[src/rtl/lsq_pkg.sv]
// Shared types for the parametrised load/store queue: slot states, the
// slot record and the slot-ID width helper.
package lsq_pkg;

  // Default field widths of a queue slot.
  localparam int LSQ_ADDR_W  = 32;
  localparam int LSQ_DATA_W  = 32;
  localparam int LSQ_CNTRL_W = 16;
  localparam int LSQ_Z_W     = 4;

  // Lifecycle of one slot. FREE must encode as zero so a cleared slot is FREE.
  typedef enum logic [1:0] {
    SLOT_FREE   = 2'b00,
    SLOT_WAIT   = 2'b01,
    SLOT_ISSUED = 2'b10,
    SLOT_DONE   = 2'b11
  } slot_state_e;

  typedef struct packed {
    slot_state_e              state;
    logic                     rw;
    logic [LSQ_ADDR_W-1:0]    addr;
    logic [LSQ_DATA_W-1:0]    data;
    logic [LSQ_CNTRL_W-1:0]   cntrl;
    logic [LSQ_Z_W-1:0]       z;
  } lsq_slot_t;

  // Slot-ID width; at least one bit even for the smallest queue.
  function automatic int idx_w(input int depth);
    if (depth <= 2) begin
      return 1;
    end else begin
      return $clog2(depth);
    end
  endfunction

endpackage

[src/rtl/lsq_fwd_match.sv]
// Store-to-load forwarding lookup: finds the youngest store still in the
// queue whose address equals the incoming load address. Only instantiated
// by lsq_param_queue when LSQ_FWD_EN is defined.
module lsq_fwd_match
  import lsq_pkg::*;
#(
  parameter int DEPTH = 8,
  localparam int IDX_W = idx_w(DEPTH)
) (
  input  lsq_slot_t              slots_i [DEPTH],
  input  logic [IDX_W-1:0]       head_i,
  input  logic [IDX_W-1:0]       tail_i,
  input  logic [LSQ_ADDR_W-1:0]  addr_i,
  output logic                   hit_o,
  output logic [LSQ_DATA_W-1:0]  data_o
);

  // Occupied span from head to tail; zero means empty or completely full,
  // in which case the FREE check alone decides occupancy.
  logic [IDX_W-1:0]      span_s;
  logic [DEPTH-1:0]      cand_s;
  logic [LSQ_DATA_W-1:0] cand_data_s [DEPTH];

  assign span_s = tail_i - head_i;

  // Candidate g is the slot of age g+1 counted back from tail (g=0 youngest).
  for (genvar g = 0; g < DEPTH; g++) begin : g_age
    logic [IDX_W-1:0] idx_s;
    logic             in_range_s;
    logic             unused_sideband_s;

    assign idx_s      = tail_i - IDX_W'(g + 1);
    assign in_range_s = (span_s == {IDX_W{1'b0}}) ||
                        ((IDX_W+1)'(g + 1) <= {1'b0, span_s});
    assign cand_s[g]  = in_range_s &&
                        (slots_i[idx_s].state != SLOT_FREE) &&
                        slots_i[idx_s].rw &&
                        (slots_i[idx_s].addr == addr_i);
    assign cand_data_s[g] = slots_i[idx_s].data;
    assign unused_sideband_s = ^{slots_i[g].cntrl, slots_i[g].z};
  end

  // Walk from oldest to youngest so the youngest matching store wins.
  always_comb begin
    hit_o  = |cand_s;
    data_o = {LSQ_DATA_W{1'b0}};
    for (int g = DEPTH - 1; g >= 0; g--) begin
      data_o = cand_s[g] ? cand_data_s[g] : data_o;
    end
  end

endmodule

[src/rtl/lsq_param_queue.sv]
// Parametrised load/store queue between the MEM stage and the data cache.
// Requests are allocated in program order, issued to memory in order,
// completed by slot ID in any order and retired to the core in order.
// Optional feature macro: LSQ_FWD_EN (store-to-load forwarding; loads that
// hit an older queued store complete at allocation and skip memory).
module lsq_param_queue
  import lsq_pkg::*;
#(
  parameter int DEPTH   = 8,
  parameter int ADDR_W  = LSQ_ADDR_W,
  parameter int DATA_W  = LSQ_DATA_W,
  parameter int CNTRL_W = LSQ_CNTRL_W,
  parameter int Z_W     = LSQ_Z_W,
  localparam int IDX_W  = idx_w(DEPTH)
) (
  input  logic               clk,
  input  logic               rst,
  input  logic               req_valid,
  input  logic               req_rw,
  input  logic [ADDR_W-1:0]  req_addr,
  input  logic [DATA_W-1:0]  req_data,
  input  logic [CNTRL_W-1:0] req_cntrl,
  input  logic [Z_W-1:0]     req_z,
  output logic               stall_out,
  output logic               cpl_valid,
  output logic               cpl_rw,
  output logic [ADDR_W-1:0]  cpl_addr,
  output logic [DATA_W-1:0]  cpl_data,
  output logic [CNTRL_W-1:0] cpl_cntrl,
  output logic [Z_W-1:0]     cpl_z,
  output logic               mem_valid,
  output logic               mem_rw,
  output logic [ADDR_W-1:0]  mem_addr,
  output logic [DATA_W-1:0]  mem_wdata,
  output logic [IDX_W-1:0]   mem_id,
  input  logic               mem_stall,
  input  logic               mem_ready,
  input  logic [DATA_W-1:0]  mem_rdata,
  input  logic [IDX_W-1:0]   mem_id_in
);

  // Slot fields are sized by the package widths; keep ADDR_W/DATA_W/CNTRL_W/Z_W
  // equal to the package constants (widen both together).
  localparam logic [IDX_W-1:0] IDX_ONE  = {{(IDX_W-1){1'b0}}, 1'b1};
  localparam logic [IDX_W:0]   CNT_ONE  = {{IDX_W{1'b0}}, 1'b1};
  localparam logic [IDX_W:0]   CNT_FULL = (IDX_W+1)'(DEPTH);

  lsq_slot_t          slot_q [DEPTH];
  lsq_slot_t          slot_d [DEPTH];
  logic [IDX_W-1:0]   head_q,  head_d;
  logic [IDX_W-1:0]   issue_q, issue_d;
  logic [IDX_W-1:0]   tail_q,  tail_d;
  logic [IDX_W:0]     count_q, count_d;

  logic               cpl_valid_q, cpl_valid_d;
  logic               cpl_rw_q,    cpl_rw_d;
  logic [ADDR_W-1:0]  cpl_addr_q,  cpl_addr_d;
  logic [DATA_W-1:0]  cpl_data_q,  cpl_data_d;
  logic [CNTRL_W-1:0] cpl_cntrl_q, cpl_cntrl_d;
  logic [Z_W-1:0]     cpl_z_q,     cpl_z_d;

  lsq_slot_t              issue_slot_s;
  lsq_slot_t              head_slot_s;
  logic                   stall_s;
  logic                   alloc_s;
  logic                   mem_valid_s;
  logic                   issue_go_s;
  logic                   retire_s;
  logic                   skip_s;
  logic                   fwd_load_s;
  logic [LSQ_DATA_W-1:0]  alloc_data_s;

  assign issue_slot_s = slot_q[issue_q];
  assign head_slot_s  = slot_q[head_q];
  assign stall_s      = (count_q == CNT_FULL);
  assign alloc_s      = req_valid && !stall_s;
  assign mem_valid_s  = (issue_slot_s.state == SLOT_WAIT);
  assign issue_go_s   = mem_valid_s && !mem_stall;
  assign retire_s     = (head_slot_s.state == SLOT_DONE);

`ifdef LSQ_FWD_EN
  logic                  fwd_hit_s;
  logic [LSQ_DATA_W-1:0] fwd_data_s;

  lsq_fwd_match #(.DEPTH(DEPTH)) u_fwd_match (
    .slots_i (slot_q),
    .head_i  (head_q),
    .tail_i  (tail_q),
    .addr_i  (LSQ_ADDR_W'(req_addr)),
    .hit_o   (fwd_hit_s),
    .data_o  (fwd_data_s)
  );

  assign fwd_load_s   = !req_rw && fwd_hit_s;
  assign alloc_data_s = fwd_load_s ? fwd_data_s : LSQ_DATA_W'(req_data);
  // A forwarded load sits DONE under the issue pointer and is stepped over.
  assign skip_s       = (issue_slot_s.state == SLOT_DONE);
`else
  assign fwd_load_s   = 1'b0;
  assign alloc_data_s = LSQ_DATA_W'(req_data);
  assign skip_s       = 1'b0;
`endif

  // Per-slot state transitions; each state has exactly one way out.
  always_comb begin
    for (int i = 0; i < DEPTH; i++) begin
      slot_d[i] = slot_q[i];
      case (slot_q[i].state)
        SLOT_FREE: begin
          if (alloc_s && (tail_q == IDX_W'(i))) begin
            slot_d[i].state = fwd_load_s ? SLOT_DONE : SLOT_WAIT;
            slot_d[i].rw    = req_rw;
            slot_d[i].addr  = LSQ_ADDR_W'(req_addr);
            slot_d[i].data  = alloc_data_s;
            slot_d[i].cntrl = LSQ_CNTRL_W'(req_cntrl);
            slot_d[i].z     = LSQ_Z_W'(req_z);
          end else begin
            slot_d[i] = slot_q[i];
          end
        end
        SLOT_WAIT: begin
          if (issue_go_s && (issue_q == IDX_W'(i))) begin
            slot_d[i].state = SLOT_ISSUED;
          end else begin
            slot_d[i] = slot_q[i];
          end
        end
        SLOT_ISSUED: begin
          if (mem_ready && (mem_id_in == IDX_W'(i))) begin
            slot_d[i].state = SLOT_DONE;
            slot_d[i].data  = slot_q[i].rw ? slot_q[i].data : LSQ_DATA_W'(mem_rdata);
          end else begin
            slot_d[i] = slot_q[i];
          end
        end
        SLOT_DONE: begin
          if (retire_s && (head_q == IDX_W'(i))) begin
            slot_d[i].state = SLOT_FREE;
          end else begin
            slot_d[i] = slot_q[i];
          end
        end
        default: begin
          slot_d[i] = slot_q[i];
        end
      endcase
    end
  end

  // Pointer and occupancy bookkeeping.
  always_comb begin
    if (alloc_s) begin
      tail_d = tail_q + IDX_ONE;
    end else begin
      tail_d = tail_q;
    end

    if (issue_go_s || skip_s) begin
      issue_d = issue_q + IDX_ONE;
    end else begin
      issue_d = issue_q;
    end

    if (retire_s) begin
      head_d = head_q + IDX_ONE;
    end else begin
      head_d = head_q;
    end

    case ({alloc_s, retire_s})
      2'b10:   count_d = count_q + CNT_ONE;
      2'b01:   count_d = count_q - CNT_ONE;
      default: count_d = count_q;
    endcase
  end

  // Retire payload for the registered completion port; zero when idle.
  always_comb begin
    if (retire_s) begin
      cpl_valid_d = 1'b1;
      cpl_rw_d    = head_slot_s.rw;
      cpl_addr_d  = ADDR_W'(head_slot_s.addr);
      cpl_data_d  = DATA_W'(head_slot_s.data);
      cpl_cntrl_d = CNTRL_W'(head_slot_s.cntrl);
      cpl_z_d     = Z_W'(head_slot_s.z);
    end else begin
      cpl_valid_d = 1'b0;
      cpl_rw_d    = 1'b0;
      cpl_addr_d  = {ADDR_W{1'b0}};
      cpl_data_d  = {DATA_W{1'b0}};
      cpl_cntrl_d = {CNTRL_W{1'b0}};
      cpl_z_d     = {Z_W{1'b0}};
    end
  end

  // State register with synchronous active-low reset.
  always_ff @(posedge clk) begin
    if (!rst) begin
      for (int i = 0; i < DEPTH; i++) begin
        slot_q[i] <= '0;
      end
      head_q      <= {IDX_W{1'b0}};
      issue_q     <= {IDX_W{1'b0}};
      tail_q      <= {IDX_W{1'b0}};
      count_q     <= {(IDX_W+1){1'b0}};
      cpl_valid_q <= 1'b0;
      cpl_rw_q    <= 1'b0;
      cpl_addr_q  <= {ADDR_W{1'b0}};
      cpl_data_q  <= {DATA_W{1'b0}};
      cpl_cntrl_q <= {CNTRL_W{1'b0}};
      cpl_z_q     <= {Z_W{1'b0}};
    end else begin
      for (int i = 0; i < DEPTH; i++) begin
        slot_q[i] <= slot_d[i];
      end
      head_q      <= head_d;
      issue_q     <= issue_d;
      tail_q      <= tail_d;
      count_q     <= count_d;
      cpl_valid_q <= cpl_valid_d;
      cpl_rw_q    <= cpl_rw_d;
      cpl_addr_q  <= cpl_addr_d;
      cpl_data_q  <= cpl_data_d;
      cpl_cntrl_q <= cpl_cntrl_d;
      cpl_z_q     <= cpl_z_d;
    end
  end

  assign stall_out = stall_s;
  assign cpl_valid = cpl_valid_q;
  assign cpl_rw    = cpl_rw_q;
  assign cpl_addr  = cpl_addr_q;
  assign cpl_data  = cpl_data_q;
  assign cpl_cntrl = cpl_cntrl_q;
  assign cpl_z     = cpl_z_q;

  // Memory request comes straight from the slot under the issue pointer and
  // is forced to zero whenever nothing is being requested.
  assign mem_valid = mem_valid_s;
  assign mem_rw    = mem_valid_s & issue_slot_s.rw;
  assign mem_addr  = mem_valid_s ? ADDR_W'(issue_slot_s.addr) : {ADDR_W{1'b0}};
  assign mem_wdata = mem_valid_s ? DATA_W'(issue_slot_s.data) : {DATA_W{1'b0}};
  assign mem_id    = mem_valid_s ? issue_q : {IDX_W{1'b0}};

endmodule

[config.mk]
export PLATFORM = sky130hd
export DESIGN_NAME = lsq_param_queue
export DESIGN_NICKNAME = d
export VERILOG_FILES = /design/src/rtl/lsq_pkg.sv /design/src/rtl/lsq_fwd_match.sv /design/src/rtl/lsq_param_queue.sv
export SDC_FILE = /design/constraint.sdc
export NUM_CORES = 2
export LEC_CHECK = 0
export CAP_MARGIN = 30
export CORE_MARGIN = 8
export CORE_UTILIZATION = 47
export CTS_BUF_LIST = sky130_fd_sc_hd__clkbuf_4 sky130_fd_sc_hd__clkbuf_8
export CTS_CLUSTER_DIAMETER = 50
export DETAILED_ROUTE_END_ITERATION = 6
export PLACE_DENSITY_LB_ADDON = 0.25
export RECOVER_POWER = 50
export SYNTH_ARGS = -nofsm -noshare
export SYNTH_HDL_FRONTEND = slang
export SYNTH_SLANG_ARGS = --single-unit
[constraint.sdc]
create_clock -name clk -period 7.73 [get_ports clk]
set_clock_uncertainty 0.2 [all_clocks]
set_input_delay 0.773 -clock clk [delete_from_list [all_inputs] [get_ports clk]]
set_output_delay 0.773 -clock clk [all_outputs]
set_load 0.1 [all_outputs]
# Yosys cells after proc, flatten, opt, wreduce, memory -nomap -nowiden
# Memory sizes are Yosys's and may differ from the RTL's. A register that Yosys moved wholly into a read port is not among the register bits.
# Index checks and enable logic that the tools add are counted.
[totals]
ff_bits = 99
mem_bits_rw = 696
inputBits = 125
output_inout_bits = 156
word_cells = 207
memories = 1
[op_classes]
addsub = 5
eq_ne = 57
mux = 75
bitwise_logic = 9
n_reduce_logical = 50
[memory_table]
columns = ["memory", "depth", "width", "rd", "rd_ports_with_merged_regs", "wr", "line", "source"]
rows = [
  ["slot_q", 8, 87, 10, 2, 8, "lsq_param_queue.sv:48", "lsq_slot_t slot_q [DEPTH];"],
]
[op_table]
columns = ["operator", "count"]
rows = [
  ["87-bit case mux with 4 select lines", 8],
  ["87-bit two-way mux", 16],
  ["32-bit two-way mux", 18],
  ["3-bit == test (second input constant)", 16],
  ["2-bit two-way mux", 24],
  ["2-bit == test (second input constant)", 18],
  ["1-bit logical AND", 34],
  ["3-bit by 2-bit == test with 1-bit output (second input constant)", 8],
  ["2-bit by 1-bit == test with 1-bit output (second input constant)", 10],
  ["2-bit zero test", 8],
  ["3-bit two-way mux", 5],
  ["3-bit by 1-bit == test with 1-bit output (second input constant)", 4],
  ["3-bit zero test", 4],
  ["3-bit by 1-bit adder with 3-bit output (second input constant)", 3],
  ["1-bit OR", 8],
  ["4-bit case mux with 2 select lines", 1],
  ["4-bit by 1-bit adder with 4-bit output (second input constant)", 1],
  ["4-bit == test (second input constant)", 1],
  ["4-bit by 1-bit subtractor with 4-bit output (second input constant)", 1],
  ["1-bit two-way mux", 3],
  ["1-bit zero test", 2],
  ["2-bit AND reduction", 1],
  ["2-bit nonzero test", 1],
  ["1-bit bitwise AND", 1],
]

# Depth between registers and ports, before layout
[logic_depth]
word_depth = 7
mapped_depth = 12
mapped_depth_nobuf = 11

# Least setup slack after synthesis
# No wires, ideal clock.
[synth_timing]
path_type = "register -> output"
from = "register with a tool-made name"
to = "output port mem_wdata[10]"
arrival_time_ns = 3.104
required_ns = 6.757
slack_ns = 3.653
stages_incl_launch_ff = 8
n_path_buf = 4
path_cell_list = "dfxtp_1 buf_2 buf_2 buf_1 clkbuf_1 mux4_2 mux2i_1 nor2_1"
[synth_lines]
columns = ["item", "line", "source"]
rows = [
  ["end, declared", "lsq_param_queue.sv:34", "output logic [DATA_W-1:0] mem_wdata,"],
]

==> impl_table.tex <==
\begin{tabular}{lr}
\hline
Metric & Value \\
\hline
\multicolumn{2}{l}{\textbf{Run status}} \\
Outcome & finished, violations left \\
Failing checks & capacitance limit, slew limit \\
\multicolumn{2}{l}{\textbf{Place}} \\
Routability cong. & roughly 0.85 \\
Port Buffer Count & between 200 and 300 \\
Final HPWL from detailed placement & between 70000 and 80000 µm \\
Count of placed standard cells including taps & approximately 5400 \\
\multicolumn{2}{l}{\textbf{Clocking}} \\
Clk pin slew, worst setup/hold paths & 0.06 ns \\
CTS H-Tree Depth & 4 \\
Number of buffers inserted for hold repair after clock tree synthesis & 0 \\
Clk buf depth & 3 \\
Number of CTS-inserted buffers & between 100 and 150 \\
Resized Gates After CTS & 0 \\
Setup Buffers After CTS & 0 \\
Num Clock Sinks & 801 \\
Insertion delay of the later-clocked pin in the worst-skew pair & slightly above 0.8 ns \\
CTS tree & built \\
Clk root buf & sky130\_fd\_sc\_hd\_\_clkbuf\_8 \\
\multicolumn{2}{l}{\textbf{Timing}} \\
Worst slew margin relative to its limit & -2.02 \\
Sum of negative setup slack & 0 ns \\
Achievable frequency & $\sim$170 MHz \\
Final max-slew violation count & between 700 and 800 \\
Final Cycle Share & 0.775 \\
Final setup violating endpoints & 0 \\
Final Hold Fails & 0 \\
Transition time at the pin with the least slew margin & $\sim$4.5 ns \\
Final critical delay including setup and external delays & 5.99 ns \\
Unrepaired setup endpoints after global routing & no \\
\multicolumn{2}{l}{\textbf{Route}} \\
DR WL met2 & approximately 70000 µm \\
Top layer in use & met5 \\
Sum of routed wire segments on met1 & just under 60000 µm \\
Count of antenna-violating nets left after detailed routing & 0 \\
Post-detailed-routing wire length & between 100000 and 150000 µm \\
Vias per cell & 6.40 \\
Wire length on met3 & approximately 15000 µm \\
Drt initial violations & between 4000 and 5000 \\
Number of search-and-repair iterations in the first detailed-routing pass & 7 \\
DRC violation count after routing & 0 \\
Via total after detailed routing & 36400 \\
WL/cell & 26.2 µm \\
\multicolumn{2}{l}{\textbf{Final layout}} \\
Number of nets in the layout & between 4000 and 5000 \\
Fraction of final layout cells with drive strength greater than 1 & 0.150 \\
Area occupied by multi-input gates & about 24000 µm² \\
Sequential cell area & $\sim$16000 µm² \\
Count of placed standard cells in the final layout, fillers left out & between 5000 and 6000 \\
Core occupancy in the finished layout & 0.539 \\
Number of fillers in the final layout & 8052 \\
Synth-to-layout area growth & 14.1\% \\
\multicolumn{2}{l}{\textbf{Synthesis}} \\
Netlist area before placement & about 42000 µm² \\
Sequential cell area fraction in the yosys report & 0.378 \\
Syn Inst Count & about 4500 \\
Post-synthesis net count & about 4600 \\
Avg Cell Area, Syn & approximately 9.5 µm² \\
FF+latch count, synth & 801 \\
Post-synth EDFFs & 0 \\
Distinct cell type count after synthesis & 51 \\
Most instantiated flip-flop cell in the synthesis netlist & sky130\_fd\_sc\_hd\_\_dfxtp\_1 \\
Total of warnings raised by yosys & 0 \\
Post-synthesis async set-or-reset flop share & 0 \\
\multicolumn{2}{l}{\textbf{Die}} \\
Core Rows & 110 \\
Core Box Area & 89700 µm² \\
I/O pin total & $\sim$280 \\
Initial cell density of the core & 0.472 \\
Die ar. & roughly 100000 µm² \\
Die outline height & around 320 µm \\
Die Wd & 316 µm \\
\multicolumn{2}{l}{\textbf{Worst setup path}} \\
Worst setup SP type & register \\
Data required time at the worst endpoint & a little over 8 ns \\
FF-to-FF setup slack & 1.74 ns \\
Critical Path End Type & register \\
Biggest fanout along the worst timing path & between 60 and 70 \\
Data arrival time at the worst-slack endpoint & roughly 6.5 ns \\
Setup CP Type & register to register \\
\multicolumn{2}{l}{\textbf{Power}} \\
Largest vdd supply drop & roughly 0.35 mV \\
Leakage Power & 0.0185 µW \\
Power per standard cell area & about 280 nW/µm² \\
Final Power & 13600 µW \\
\multicolumn{2}{l}{\textbf{GRT}} \\
Antenna violations before repair & 22 \\
Global-route wire length before repair & 223000 µm \\
Overall fraction of global-route tracks in use & 0.288 \\
Vias in the first global route & between 30000 and 40000 \\
Largest net degree at the start of global routing & 210 \\
GRT overflow & 0 \\
\multicolumn{2}{l}{\textbf{Hold path}} \\
Type of the most critical hold path & register to register \\
\multicolumn{2}{l}{\textbf{Job}} \\
Count of max-cap constraint violations & 15 \\
\hline
\end{tabular}
-- critical path, cell delays in order, from the launching register on --
cell                       delay (ns)
sky130_fd_sc_hd__dfxtp_1         0.45
sky130_fd_sc_hd__inv_1           0.13
sky130_fd_sc_hd__ha_1            0.35
sky130_fd_sc_hd__nor3_1          0.48
sky130_fd_sc_hd__nand3_1         2.42
sky130_fd_sc_hd__a21oi_4         0.79
sky130_fd_sc_hd__buf_4           0.66
sky130_fd_sc_hd__o211ai_1        0.18
sky130_fd_sc_hd__o211a_1         0.17
-- kinds of logic after synthesis --
logic type                 Yosys count  share of synthesized area
and+or+nand+nor                   1545                      0.154
AOI/OAI and AO/OA                  991                      0.193
DFF                                801                      0.378
buffers and inverters              601                     0.0563
muxes                              475                      0.201
adders and majority gates           53                     0.0157
xor gates and xnor gates             5                    0.00103
-- path summary, 6_finish.rpt --
| path | start | to | cells past startpoint |
|---|---|---|---|
| worst max register to register | slot_q[3][85] | slot_q[3][46] | 8 |
| worst max-delay path | slot_q[3][85] | slot_q[3][46] | 8 |
| worst min register to register | slot_q[4][8] | slot_q[4][8] | 2 |
| worst min-delay path | slot_q[4][8] | slot_q[4][8] | 2 |
-- synth_stat cells (25+ instances only) --
| cell type | count | area share |
|---|---|---|
| sky130_fd_sc_hd__clkbuf_1 | 331 | 0.029 |
| sky130_fd_sc_hd__nand2_1 | 880 | 0.078 |
| sky130_fd_sc_hd__dfxtp_1 | 801 | 0.38 |
| sky130_fd_sc_hd__buf_1 | 159 | 0.014 |
| sky130_fd_sc_hd__o211a_1 | 258 | 0.061 |
| sky130_fd_sc_hd__mux4_2 | 302 | 0.16 |
| sky130_fd_sc_hd__buf_2 | 33 | 0.0039 |
| sky130_fd_sc_hd__inv_1 | 32 | 0.0028 |
| sky130_fd_sc_hd__o21ai_0 | 25 | 0.0030 |
| sky130_fd_sc_hd__clkbuf_2 | 40 | 0.0047 |
| sky130_fd_sc_hd__o211ai_1 | 107 | 0.019 |
| sky130_fd_sc_hd__mux2i_1 | 172 | 0.041 |
| sky130_fd_sc_hd__nand3_1 | 428 | 0.051 |
| sky130_fd_sc_hd__nor2_1 | 164 | 0.015 |
| sky130_fd_sc_hd__o211ai_2 | 28 | 0.0083 |
| sky130_fd_sc_hd__ha_1 | 53 | 0.016 |
| sky130_fd_sc_hd__a22oi_1 | 121 | 0.021 |
| sky130_fd_sc_hd__a21boi_0 | 430 | 0.076 |
-- area by class of cell --
class / count / share of cell area
clock inverters: 22 / 0.00437
well taps: 1176 / 0.0304
inverters: 33 / 0.00256
flip-flops and latches: 801 / 0.332
multi-input cells: 3069 / 0.500
repair buffers: 349 / 0.0720
diodes: 14 / 0.000724
clock buffers: 225 / 0.0582
-- state kept, by name (all words and copies together) (netlist names), 4 cells and up, named ones only --
name	count
cpl_cntrl	16
count_q	4
cpl_z	4
cpl_addr	32
cpl_data	32
slot_q	696
-- report_power, final --
part | total, µW | internal, µW | switching, µW
clock | 4230 | 2380 | 1850
sequential | 4770 | 4450 | 321
combinational | 4640 | 1540 | 3100
-- routing by layer --
| metal | track usage | vias to the layer above |
|---|---|---|
| li1 | - | 16000 |
| met1 | 0.363 | 18100 |
| met2 | 0.473 | 1923 |
| met4 | 0.124 | 16 |
| met5 | 0 | - |
| met3 | 0.0672 | 384 |
-- per-stage QoR --
stage	setup WS (ns)	hold WS [ns]	instance area, µm²
after CTS	2.21	0.261	48400
after global placement	3.12	0.247	45200
after detailed placement	3.09	0.253	45300
after floorplan	3.65	0.238	42400
after global routing	1.56	0.276	48300
final	1.74	0.261	48400
-- cell usage in the layout (no fill, tap or decap), drive strengths merged, types with 3 or more instances in the layout --
cell and count:
o211a 258, clkinvlp 3, xnor2 3, ha 53, a21boi 430, and2 7, nor3 9, mux4 302
clkinv 10, o211ai 135, nor2b 14, buf 58, nor2 164, nand2b 9, and3 10, nand4 10
diode 14, nand3 429, clkdlybuf4s50 277, o311ai 3, nand2 880, o41ai 4, or3 3, nand3b 5
a22oi 121, o21ai 25, inv 40, dfxtp 801, clkbuf 237, a21oi 5, mux2i 172
(Power assumes the default switching activity.)
